## src/rtl/serial_add_sched.sv

```systemverilog
// serial_add_sched
//   Scheduler and sequencer for one shared bit-serial adder. Two clients
//   present operand pairs over valid/ready. The winner's operands are latched
//   and the adder is sequenced: one parallel-load cycle, then W shift-enable
//   cycles. The adder's parallel result is returned with the requester ID.
//   Only one operation is in flight at a time, so the adder never sees
//   overlapping work.
//
// Configuration:
//   SERIAL_ADD_SCHED_RR_EN  defined   -> round-robin arbitration (last-served
//                                        pointer, requester 0 first after reset)
//                           undefined -> fixed priority, requester 0 wins
//
// Parameters:
//   W            operand/result width, equals the adder width (2..32)
//
// Ports:
//   clk, rst                  clock, synchronous active-high reset
//   req0_valid/req0_ready     requester 0 handshake, operands req0_a/req0_b
//   req1_valid/req1_ready     requester 1 handshake, operands req1_a/req1_b
//   rsp_valid/rsp_ready       response handshake
//   rsp_id                    requester that issued the returned result
//   rsp_sum                   (a+b) mod 2^W
//   busy                      high whenever the FSM is not IDLE
//   add_pload, add_enable     adder parallel-load and shift-enable controls
//   add_adata, add_bdata      latched operands driven to the adder
//   add_pout                  adder parallel result

module serial_add_sched #(
  parameter int W = 8
) (
  input  logic         clk,
  input  logic         rst,

  input  logic         req0_valid,
  input  logic [W-1:0] req0_a,
  input  logic [W-1:0] req0_b,
  output logic         req0_ready,

  input  logic         req1_valid,
  input  logic [W-1:0] req1_a,
  input  logic [W-1:0] req1_b,
  output logic         req1_ready,

  output logic         rsp_valid,
  input  logic         rsp_ready,
  output logic         rsp_id,
  output logic [W-1:0] rsp_sum,

  output logic         busy,

  output logic         add_pload,
  output logic         add_enable,
  output logic [W-1:0] add_adata,
  output logic [W-1:0] add_bdata,
  input  logic [W-1:0] add_pout
);

  localparam int CW = $clog2(W + 1);

  typedef enum logic [1:0] {
    IDLE = 2'd0,
    LOAD = 2'd1,
    RUN  = 2'd2,
    DONE = 2'd3
  } state_t;

  state_t        r_state;
  state_t        w_nextState;

  logic [CW-1:0] r_bitCnt;
  logic [W-1:0]  r_opA;
  logic [W-1:0]  r_opB;
  logic          r_id;

  logic          w_grant;
  logic          w_anyValid;
  logic          w_accept;
  logic          w_lastBit;

  // ---------------------------------------------------------------------------
  // Arbitration. w_grant names the requester that would be served this cycle;
  // it only matters when at least one requester is valid.
  // ---------------------------------------------------------------------------
`ifdef SERIAL_ADD_SCHED_RR_EN
  logic r_lastServed;

  // On contention the requester that was not served last wins.
  always_comb begin
    w_grant = 1'b0;
    if (req0_valid && req1_valid) begin
      w_grant = ~r_lastServed;
    end else if (req1_valid) begin
      w_grant = 1'b1;
    end
  end

  // Pointer resets to 1 so requester 0 has first priority; it moves only on
  // an actual accept.
  always_ff @(posedge clk) begin
    if (rst) begin
      r_lastServed <= 1'b1;
    end else if (w_accept) begin
      r_lastServed <= w_grant;
    end
  end
`else
  // Fixed priority: requester 1 is chosen only when requester 0 is idle.
  assign w_grant = ~req0_valid;
`endif

  assign w_anyValid = req0_valid | req1_valid;

  // Ready is combinational from state, so gate with rst to keep both readies
  // low during the reset cycle.
  assign w_accept   = (r_state == IDLE) && w_anyValid && !rst;

  assign w_lastBit  = (r_bitCnt == CW'(W - 1));

  // ---------------------------------------------------------------------------
  // FSM state register
  // ---------------------------------------------------------------------------
  always_ff @(posedge clk) begin
    if (rst) begin
      r_state <= IDLE;
    end else begin
      r_state <= w_nextState;
    end
  end

  // ---------------------------------------------------------------------------
  // FSM next-state logic. DONE always returns through IDLE, so a request
  // arriving together with rsp_ready is accepted one cycle later.
  // ---------------------------------------------------------------------------
  always_comb begin
    w_nextState = r_state;
    case (r_state)
      IDLE: begin
        if (w_accept) begin
          w_nextState = LOAD;
        end
      end
      LOAD: begin
        w_nextState = RUN;
      end
      RUN: begin
        if (w_lastBit) begin
          w_nextState = DONE;
        end
      end
      DONE: begin
        if (rsp_ready) begin
          w_nextState = IDLE;
        end
      end
      default: begin
        w_nextState = IDLE;
      end
    endcase
  end

  // ---------------------------------------------------------------------------
  // Operand/ID capture and shift counter.
  // ---------------------------------------------------------------------------
  always_ff @(posedge clk) begin
    if (rst) begin
      r_opA    <= '0;
      r_opB    <= '0;
      r_id     <= 1'b0;
      r_bitCnt <= '0;
    end else begin
      if (w_accept) begin
        r_opA <= w_grant ? req1_a : req0_a;
        r_opB <= w_grant ? req1_b : req0_b;
        r_id  <= w_grant;
      end
      if (r_state == LOAD) begin
        r_bitCnt <= '0;
      end else if (r_state == RUN) begin
        r_bitCnt <= r_bitCnt + CW'(1);
      end
    end
  end

  // ---------------------------------------------------------------------------
  // FSM outputs.
  // The adder's final shift lands on the edge that enters DONE, and add_enable
  // is low for the whole of DONE, so add_pout holds the finished sum and is
  // stable for as long as the response is back-pressured. rsp_sum therefore
  // presents add_pout in DONE and zero elsewhere.
  // ---------------------------------------------------------------------------
  always_comb begin
    req0_ready = 1'b0;
    req1_ready = 1'b0;
    rsp_valid  = 1'b0;
    rsp_sum    = '0;
    add_pload  = 1'b0;
    add_enable = 1'b0;
    busy       = (r_state != IDLE);
    rsp_id     = r_id;
    add_adata  = r_opA;
    add_bdata  = r_opB;

    case (r_state)
      IDLE: begin
        req0_ready = w_accept && !w_grant;
        req1_ready = w_accept &&  w_grant;
      end
      LOAD: begin
        add_pload = 1'b1;
      end
      RUN: begin
        add_enable = 1'b1;
      end
      DONE: begin
        rsp_valid = 1'b1;
        rsp_sum   = add_pout;
      end
      default: begin
        busy = 1'b1;
      end
    endcase
  end

endmodule

```

## config.mk

```make
export PLATFORM = sky130hd
export DESIGN_NAME = serial_add_sched
export DESIGN_NICKNAME = d
export VERILOG_FILES = /design/src/rtl/serial_add_sched.sv
export SDC_FILE = /design/constraint.sdc
export NUM_CORES = 1
export LEC_CHECK = 0
export ABC_AREA = 1
export CAP_MARGIN = 10
export CORE_MARGIN = 2
export CORE_UTILIZATION = 34
export DETAILED_ROUTE_END_ITERATION = 7
export PLACE_DENSITY_LB_ADDON = 0.08
export RECOVER_POWER = 100
export SLEW_MARGIN = 10
export SYNTH_ARGS = -nofsm -noshare
export SYNTH_HDL_FRONTEND = slang
export SYNTH_SLANG_ARGS = --single-unit
```

## constraint.sdc

```tcl
create_clock -name clk -period 1.6 [get_ports clk]
set_input_delay 0.48 -clock clk [delete_from_list [all_inputs] [get_ports clk]]
set_output_delay 0.48 -clock clk [all_outputs]
set_load 0.02 [all_outputs]
```

==> flow_summary.toml <==
[logic_synthesis]
yosys.area_share.simple_pct = 35.87
syn_inst = 200
synth_compound_area_share_pct = 11.28
synth-adder-area-share_pct = 5.786
synth_cell_types = 22
ys_ff_latch = 23
yosysTopAreaCellShare_pct = 35.49
synth.area.top_cells = "dfxtp_1 (35%), nand2_1 (28%), a21oi_1 (6.9%)"
synth_area_um2 = 1297
synth_seq_area_share_pct = 35.49
syn_nets = 251
syn_avg_cell_area_um2 = 6.487
synth_top_family_by_area = "simple AND/OR/NAND/NOR gates"
synthMuxAreaShare_pct = 0
synth_area_leader_cell = "dfxtp_1"
synth-xor-area-share_pct = 0
yosys_warnings = 0

[cts]
cts.path.max_buffers = 2
cts_sinks = 23
insertion_delay_ns = 0.27
cts_max_level = 1
clkTransAtPathRegs_ns = 0.08
numCtsBuffers = 3
cts.root.buffer_cell = "clkbuf_8"
cts_tree = "done"

[cells_and_area]
nFillCells = 348
final_nets = 345
area_growth_syn_to_layout_pct = 79.36
antenna_cells = 0
layout.cells.most_common = "nand2_1"
stdcell_count = 341
layout_common_cells = "nand2_1 (96), clkdlybuf4s50_1 (41), dfxtp_1 (21), buf_4 (20)"
drive_gt1_share_pct = 20.82

[global_route]
grt_pass1_wl_um = 6023
antenna_found_initial = 0
grt_pass1_vias = 1428
grt_overflow = 0
gr-usage-all-layers_pct = 18.12
grt_max_degree = 19

[setup_path]
cp_data_required_time_ns = 1.12
endpoint_kind = "primary output"
start_kind = "primary input"
critPathArrivalTime_ns = 1.29
critical_path_class = "primary input to primary output"
crit_fanout = 4

[route]
drtPass1Iterations = 4
wire_per_inst_um = 10.34
num_vias = 1485
ant_nets = 0
drt-total-wl_um = 3525
first_iter_violations = 39
drc = 0
via_per_inst = 4.355

[die]
ios = 76
start_util_pct = 35.44
die-height_um = 65.78
rows = 22
die_w_um = 65.78
core_area_um2 = 3661
fp.dieArea_um2 = 4326

[timing]
rsz0062_at_grt = "yes"
setup_viol = 11
slew_headroom_pct = 85.05
period_needed_ns = 1.769
layout_setup_ws_ns = -0.1689
fin_skew_ns = 0.004374
finalHoldViolations = 0
report.final.slew_viol_count = 0
fin_crit_sh_pct = 110.6
worst_slew_pin_slew_ns = 0.2242
fmax_mhz = 565.3

[hold_path]
hold_class = "register to register"

[job]
maxCapViolations = 0

[power_and_ir_drop]
pwr-share-clk_pct = 14.1
p_leak_nw = 1.167
peakVddDrop_uv = 572.2
comb_power_share_pct = 57.5
p_per_area_nw_per_um2 = 1123
p_int_mw = 1.589
p_seq_share_pct = 28.5
total_power_mw = 2.613
sw_frac_of_total_pct = 39.20
switching_power_mw = 1.024

[status]
violations = "negative setup slack"
status = "finished, violations left"

[place]
post-place-cells = 333
hpwl_um = 2681
gp_congestion = 0.7833
port_buffers = 75
per-layer routing:
layer	track usage [%]	up-vias	routed length (µm)
li1	-	797	-
met1	22.79	645	1593
met2	29.17	38	1648
met3	5.111	5	230
met4	7.031	0	52
met5	0	-	0
worst max-delay path, stage by stage:
cell             delay (ns)
clkdlybuf4s15_1        0.22
nor2_4                 0.16
nor2_4                 0.06
nand2_4                0.11
clkinv_4               0.06
nand2_4                0.05
inv_2                  0.03
buf_6                  0.12
logic make-up after synthesis:
family	Yosys count
simple gates	115
buf+inv	30
compound gates	26
flops	23
fa+ha+maj	6
path summary, 6_finish.rpt:
path           startpoint           end  slack, ns  depth (start not counted)
max            req1_valid    req1_ready      -0.17                          8
min          add_adata[5]  add_adata[5]       0.46                          2
min reg2reg  add_adata[5]  add_adata[5]       0.46                          2
max reg2reg    r_state[0]   r_bitCnt[3]       0.17                          8
stage by stage:
step	setup TNS (ns)	utilization (%)	setup WS, ns	hold WS [ns]	cell area, µm²
CTS	-0.6963	62.68	-0.2010	0.4636	2295
finish	-0.8115	63.57	-0.1689	0.4610	2327
global route	-1.559	63.57	-0.2423	0.4894	2327
floorplan	-0.1203	-	-0.06402	0.4475	1309
detailed placement	-12.43	59.88	-0.9910	0.4533	2192
global placement	-11.56	59.88	-0.9523	0.4503	2192
flip-flops by register name, indices dropped and copies added, names as in the netlist:
| signal | cells |
|---|---|
| r_state | 2 |
| add_adata | 8 |
| r_bitCnt | 4 |
| rsp_id | 1 |
| add_bdata | 8 |
area by class of cell:
type / instances / area (µm²) / share of cell area, %
flip-flops and latches: 23 / 465.4 / 20.00
multi-input cells: 147 / 752.0 / 32.31
inverters: 21 / 88.84 / 3.817
repair buffers: 98 / 915.9 / 39.35
clock buffers: 4 / 45.04 / 1.935
well taps: 48 / 60.06 / 2.581
cells in the mapped netlist:
| cell type | n |
|---|---|
| nand4_1 | 2 |
| nand3_1 | 2 |
| inv_2 | 2 |
| buf_8 | 1 |
| buf_4 | 1 |
| o21ai_0 | 3 |
| dfxtp_1 | 23 |
| a21oi_2 | 3 |
| nand2_4 | 1 |
| nor2_4 | 2 |
| a21oi_1 | 18 |
| ha_1 | 6 |
| nand2_1 | 97 |
| o21a_1 | 1 |
| o21bai_1 | 1 |
| clkinv_4 | 1 |
| buf_2 | 2 |
| buf_6 | 2 |
| inv_1 | 18 |
| clkbuf_1 | 3 |
| nor3b_1 | 1 |
| nor2_1 | 10 |
power by group through the flow:
stage | clock (mW) | sequential (mW) | combinational [mW]
floorplan | 0 | 0.821 | 0.683
global placement | 0 | 0.752 | 1.37
detailed placement | 0 | 0.752 | 1.37
CTS | 0.379 | 0.757 | 1.46
global route | 0.401 | 0.759 | 1.67
finish | 0.368 | 0.744 | 1.50
timing repair:
| action | in CTS | in global routing |
|---|---|---|
| endpoints found under the setup margin | 39 | 14 |
| gates resized for setup | 116 | 5 |
| pin swaps | 4 | 5 |
| buffers inserted | 2 | 2 |
| hold buffers | 0 | 0 |
Power figures use the tool's default switching activity.
